**config.mk**
```make
export PLATFORM = sky130hd
export DESIGN_NAME = s3g_rx_buf
export DESIGN_NICKNAME = d
export VERILOG_FILES = /design/src/rtl/s3g_rx_buf.sv
export SDC_FILE = /design/constraint.sdc
export NUM_CORES = 1
export LEC_CHECK = 0
export ABC_AREA = 1
export CAP_MARGIN = 20
export CORE_ASPECT_RATIO = 0.7
export CORE_MARGIN = 8
export CORE_UTILIZATION = 32
export DETAILED_ROUTE_END_ITERATION = 12
export MAX_ROUTING_LAYER = met4
export PLACE_DENSITY = 0.44
export SYNTH_ARGS = -nofsm -noshare
export SYNTH_HDL_FRONTEND = slang
export SYNTH_SLANG_ARGS = --single-unit
export TNS_END_PERCENT = 100
```
**constraint.sdc**
```tcl
create_clock -name clk -period 2.45 [get_ports clk]
set_clock_uncertainty 0.15 [all_clocks]
set_input_delay 0.6125 -clock clk [delete_from_list [all_inputs] [get_ports clk]]
set_output_delay 0.6125 -clock clk [all_outputs]
set_load 0.01 [all_outputs]
```
**src/rtl/s3g_rx_buf.sv**
```systemverilog
// S3G packet receiver: frames 0xD5/len/payload/CRC8 from UART bytes into a payload buffer.
// Status 1 cycle after the deciding byte, rd_data 1 cycle after rd_addr; no backpressure, bytes arriving while a packet is held are dropped.
module s3g_rx_buf #(
   parameter int MAX_PAYLOAD    = 32,
   parameter int ADDR_W         = 5,
   parameter int TIMEOUT_CYCLES = 100000,
   parameter int TO_W           = 17
) (
   input  logic              clk,
   input  logic              rst,
   input  logic [7:0]        rx_data,
   input  logic              rx_done,
   input  logic [ADDR_W-1:0] rd_addr,
   output logic [7:0]        rd_data,
   output logic [7:0]        payload_len,
   output logic              packet_ready,
   input  logic              packet_ack,
   output logic              err_crc,
   output logic              err_len,
   output logic              err_timeout,
   output logic              err_overrun,
   output logic [7:0]        crc_err_cnt
);

   typedef enum logic [2:0] {
      S_IDLE,
      S_LEN,
      S_PAYLOAD,
      S_CRC,
      S_READY
   } state_t;

   localparam logic [7:0]      SOF     = 8'hD5;
   localparam logic [7:0]      MAX_LEN = 8'(MAX_PAYLOAD);
   localparam logic [TO_W-1:0] TO_LAST = TO_W'(TIMEOUT_CYCLES - 1);

   state_t          state_q, state_d;
   logic [7:0]      len_d;
   logic [7:0]      crc_q, crc_d;
   logic [7:0]      idx_q, idx_d;
   logic [TO_W-1:0] to_cnt_q, to_cnt_d;
   logic [7:0]      crc_cnt_d;
   logic            err_crc_d, err_len_d, err_timeout_d, err_overrun_d;
   logic            mem_we;
   logic [7:0]      mem_q [0:(1<<ADDR_W)-1];

   // Maxim/iButton CRC8, one data bit per iteration, LSB first.
   function automatic logic [7:0] crc8_step(input logic [7:0] crc_in, input logic [7:0] din);
      logic [7:0] c;
      logic [7:0] d;
      c = crc_in;
      d = din;
      for (int i = 0; i < 8; i++) begin
         if (c[0] ^ d[0])
            c = (c >> 1) ^ 8'h8C;
         else
            c = c >> 1;
         d = d >> 1;
      end
      return c;
   endfunction

   always_comb begin
      state_d       = state_q;
      len_d         = payload_len;
      crc_d         = crc_q;
      idx_d         = idx_q;
      to_cnt_d      = '0;
      crc_cnt_d     = crc_err_cnt;
      err_crc_d     = 1'b0;
      err_len_d     = 1'b0;
      err_timeout_d = 1'b0;
      err_overrun_d = 1'b0;
      mem_we        = 1'b0;

      // A byte landing in the expiry cycle takes priority over the timeout.
      if (state_q == S_LEN || state_q == S_PAYLOAD || state_q == S_CRC) begin
         if (rx_done) begin
            to_cnt_d = '0;
         end else if (to_cnt_q == TO_LAST) begin
            err_timeout_d = 1'b1;
            state_d       = S_IDLE;
         end else begin
            to_cnt_d = to_cnt_q + 1'b1;
         end
      end

      case (state_q)
         S_IDLE: begin
            if (rx_done && rx_data == SOF)
               state_d = S_LEN;
         end
         S_LEN: begin
            if (rx_done) begin
               if (rx_data == 8'd0 || rx_data > MAX_LEN) begin
                  err_len_d = 1'b1;
                  state_d   = S_IDLE;
               end else begin
                  len_d   = rx_data;
                  crc_d   = 8'd0;
                  idx_d   = 8'd0;
                  state_d = S_PAYLOAD;
               end
            end
         end
         S_PAYLOAD: begin
            if (rx_done) begin
               mem_we = 1'b1;
               crc_d  = crc8_step(crc_q, rx_data);
               idx_d  = idx_q + 8'd1;
               if (idx_q == payload_len - 8'd1)
                  state_d = S_CRC;
            end
         end
         S_CRC: begin
            if (rx_done) begin
               if (rx_data == crc_q) begin
                  state_d = S_READY;
               end else begin
                  err_crc_d = 1'b1;
                  state_d   = S_IDLE;
                  if (crc_err_cnt != 8'hFF)
                     crc_cnt_d = crc_err_cnt + 8'd1;
               end
            end
         end
         S_READY: begin
            // An ack in the same cycle as a byte frees the buffer first, so the byte sees IDLE rules.
            if (packet_ack)
               state_d = (rx_done && rx_data == SOF) ? S_LEN : S_IDLE;
            else if (rx_done)
               err_overrun_d = 1'b1;
         end
         default: state_d = S_IDLE;
      endcase
   end

   always_ff @(posedge clk or negedge rst) begin
      if (!rst) begin
         state_q      <= S_IDLE;
         payload_len  <= 8'd0;
         crc_q        <= 8'd0;
         idx_q        <= 8'd0;
         to_cnt_q     <= '0;
         crc_err_cnt  <= 8'd0;
         packet_ready <= 1'b0;
         err_crc      <= 1'b0;
         err_len      <= 1'b0;
         err_timeout  <= 1'b0;
         err_overrun  <= 1'b0;
      end else begin
         state_q      <= state_d;
         payload_len  <= len_d;
         crc_q        <= crc_d;
         idx_q        <= idx_d;
         to_cnt_q     <= to_cnt_d;
         crc_err_cnt  <= crc_cnt_d;
         packet_ready <= (state_d == S_READY);
         err_crc      <= err_crc_d;
         err_len      <= err_len_d;
         err_timeout  <= err_timeout_d;
         err_overrun  <= err_overrun_d;
      end
   end

   always_ff @(posedge clk) begin
      if (mem_we)
         mem_q[idx_q[ADDR_W-1:0]] <= rx_data;
   end

   always_ff @(posedge clk or negedge rst) begin
      if (!rst)
         rd_data <= 8'd0;
      else
         rd_data <= mem_q[rd_addr];
   end

endmodule
```
==> out/metrics.yaml <==
vdd_drop_max_v: 0.000392
fmax_mhz: 426
syn_to_final_growth_pct: 21.3
drv_slew: 0
critPathTopFamily: "buffers and inverters"
cp_slowest_cell: "clkdlybuf4s50_1"
muxShareOfSynthArea_pct: 0
synth_xor_area_share_pct: 2.66
end_kind: "primary output"
total_power_mw: 12.1
relSlewSlack_pct: 65.7
setup_violations: 0
drt-total-wl_um: 39500
hold_path_depth: 1
r2r-end: "mem_q[18][6]$_DFFE_PP_"
nets: 1515
r2r_slack_ps: 490
synth-adder-area-share_pct: 0.616
synth_top_family_by_area: "simple AND/OR/NAND/NOR gates"
synthTopCellsByArea: "edfxtp_1, dfrtp_1, nand2_1"
synth_edf_count: 256
num_rows: 64
hold_path_end: "to_cnt_q[0]$_DFF_PN0_"
synth_area_leader_cell: "edfxtp_1"
vias: 9933
setup_slack_ps: 105
path_max_fanout: 7
grt_antenna_before_repair: 2
ys_seq_area_share_pct: 65.5
syn-num-nets: 1382
dr.pass1.iters: 5
worst-path-buf-inv: 1
dp_hpwl_um: 26900
ios: 46
grt_max_degree: 49
hold_viol: 0
dieArea_sq_um: 51500
ys_types: 40
clock_sinks: 321
initial_core_util_pct: 32.5
drc: 0
yosys_register_bits: 321
first_global_vias: 10100
yosysTopAreaCellShare_pct: 54.1
routabilityCongestion: 0.814
cts_tree: "built"
detail_route.wl_per_cell_um: 18.7
ys_warn_count: 0
htreeDepth: 2
drv_cap: 0
pre_cts_ws_ps: -67.2
numCtsBuffers: 35
drive_above_1_share_pct: 13.6
slowest_delay_ps: 590
vias_per_cell: 4.71
critical_path_arrival_ps: 1580
path_cells: "clkdlybuf4s50_1"
coreArea_sq_um: 43800
worstHoldPathType: "flip-flop to flip-flop"
ctsLongestPathBuffers: 3
grt_pass1_wl_um: 61900
cp-start-kind: "flip-flop"
tightest_slew_ps: 509
synth_area_sq_um: 14200
cp_data_required_time_ps: 1690
worstHoldStart: "to_cnt_q[0]$_DFF_PN0_"
synth-main-ff-cell: "edfxtp_1"
insertion_delay_ps: 520
holdBufCountCts: 1
clockRootBuffer: "clkbuf_16"
grt_usage_pct: 16.1
outcome: "complete, no violations"
placed_cells: 2047
synthCells: 1358
cts_setup_buffers: 0
power.leakage_nw: 6.70
reg2reg_depth: 7
path_class: "flip-flop to primary output"
clk_pin_slew_worst_paths_ps: 60
cts_resized: 0
rsz0062_at_grt: "no"
die_x_um: 268
syn_area_per_cell_sq_um: 10.5
synth_compound_area_share_pct: 6.35
die_height_um: 192
r2r-start: "state_q[2]$_DFF_PN0_"
whs_ps: 315
port_buffers: 45
async_flop_share_pct: 20.2
finalCriticalPeriod_ps: 2350
yosys.area_share.simple_pct: 20.9
nFillCells: 4363
insertedDiodeCount: 0
globalRouteOverflowTotal: 0
min_period_over_period_pct: 95.7
ant_nets: 0
powerDensity_nw_per_um2: 704
fin_cells: 2111
initialDrtViolationCount: 854
-- worst reg2reg max path: cells and delay by family (launching register included) --
family	cells	cell delay (ps)
flops	1	430
buf+inv	4	720
simple gates	3	390
-- per-stage QoR --
| stage | TNS (ps) | instance area [sq um] | utilization (%) |
|---|---|---|---|
| finish | 0 | 17200 | 39.4 |
| global route | 0 | 17200 | 39.4 |
| floorplan | 0 | 14200 | - |
| CTS | 0 | 17200 | 39.4 |
| detailed placement | -6130 | 16100 | 36.7 |
| global placement | -587 | 16100 | 36.7 |
-- layout make-up --
class,instances,area (sq um),area share (%)
well taps,594,743,4.31
flip-flops and latches,321,9310,54.0
repair buffers,156,1410,8.17
multi-input cells,908,4340,25.2
clock buffers,42,923,5.36
inverters,69,262,1.52
clock inverters,21,248,1.44
-- cell families after synthesis --
group / Yosys count
xor+xnor: 39
simple gates: 708
flops: 321
compound gates: 154
buf+inv: 129
fa+ha+maj: 7
-- cells in the mapped netlist (11+ instances only) --
cell type / instances
o31ai_1: 35
o21ai_0: 34
nor3_1: 23
buf_2: 31
xor2_1: 24
nor2_1: 143
nand4_1: 16
edfxtp_1: 256
a21oi_1: 66
nand2_1: 391
inv_1: 63
dfrtp_1: 65
nand3_1: 109
xnor2_1: 11
clkbuf_1: 19
-- worst max-delay path by stage --
stage | startpoint | end | slack, ps | cells past startpoint
after global placement | rd_addr[2] | rd_data[1]$_DFF_PN0_ | -80 | 6
final | crc_err_cnt[4]$_DFFE_PN0P_ | crc_err_cnt[4] | 100 | 1
after detailed placement | rx_done | mem_q[18][6]$_DFFE_PP_ | -70 | 7
after global routing | crc_err_cnt[4]$_DFFE_PN0P_ | crc_err_cnt[4] | 30 | 1
after CTS | crc_err_cnt[4]$_DFFE_PN0P_ | crc_err_cnt[4] | 70 | 1
after floorplan | rx_done | mem_q[31][0]$_DFFE_PP_ | 550 | 4
-- report_power, final --
part | total, mW | internal [mW] | switching, mW
Sequential | 5.91 | 5.90 | 0.00484
Combinational | 0.773 | 0.255 | 0.518
Clock | 5.45 | 3.23 | 2.22
-- routing by layer --
metal  part of all wire [%]  global-route usage [%]  up-vias
met5                      0                       -        -
met4                    1.5                    3.39        0
met3                    3.7                    2.32       50
met2                     43                    23.7      155
met1                     52                    23.5     4819
li1                       -                       -     4909
-- registers in the layout, summed over array words and instances (netlist names) --
register / cells
crc_err_cnt: 8
crc_q: 8
err_crc: 1
err_len: 1
err_overrun: 1
err_timeout: 1
idx_q: 8
mem_q: 256
packet_ready: 1
payload_len: 8
rd_data: 8
state_q: 3
to_cnt_q: 17
-- layout by cell type (no fill, tap or decap), types with 3 or more instances in the layout --
cell type | Yosys | layout
ha_1 | 7 | 7
edfxtp_1 | 256 | 256
nor3_1 | 23 | 23
clkinvlp_4 | 0 | 3
clkdlybuf4s50_1 | 0 | 36
nor2_2 | 4 | 4
nand2_1 | 391 | 391
nor2_1 | 143 | 143
bufinv_16 | 0 | 5
buf_12 | 0 | 13
o21ai_1 | 5 | 5
a21oi_1 | 66 | 66
buf_4 | 6 | 99
buf_2 | 31 | 7
o21ai_2 | 8 | 8
o31ai_1 | 35 | 35
dfrtp_1 | 65 | 65
xnor2_1 | 11 | 11
clkbuf_16 | 0 | 36
clkinv_1 | 1 | 8
clkinv_2 | 0 | 3
xnor2_2 | 3 | 3
nand2_2 | 7 | 7
xor2_1 | 24 | 24
clkbuf_1 | 19 | 6
o21ai_0 | 34 | 34
inv_1 | 63 | 62
nand4_1 | 16 | 16
inv_2 | 5 | 5
nand3_1 | 109 | 109
Power figures use the tool's default switching activity.
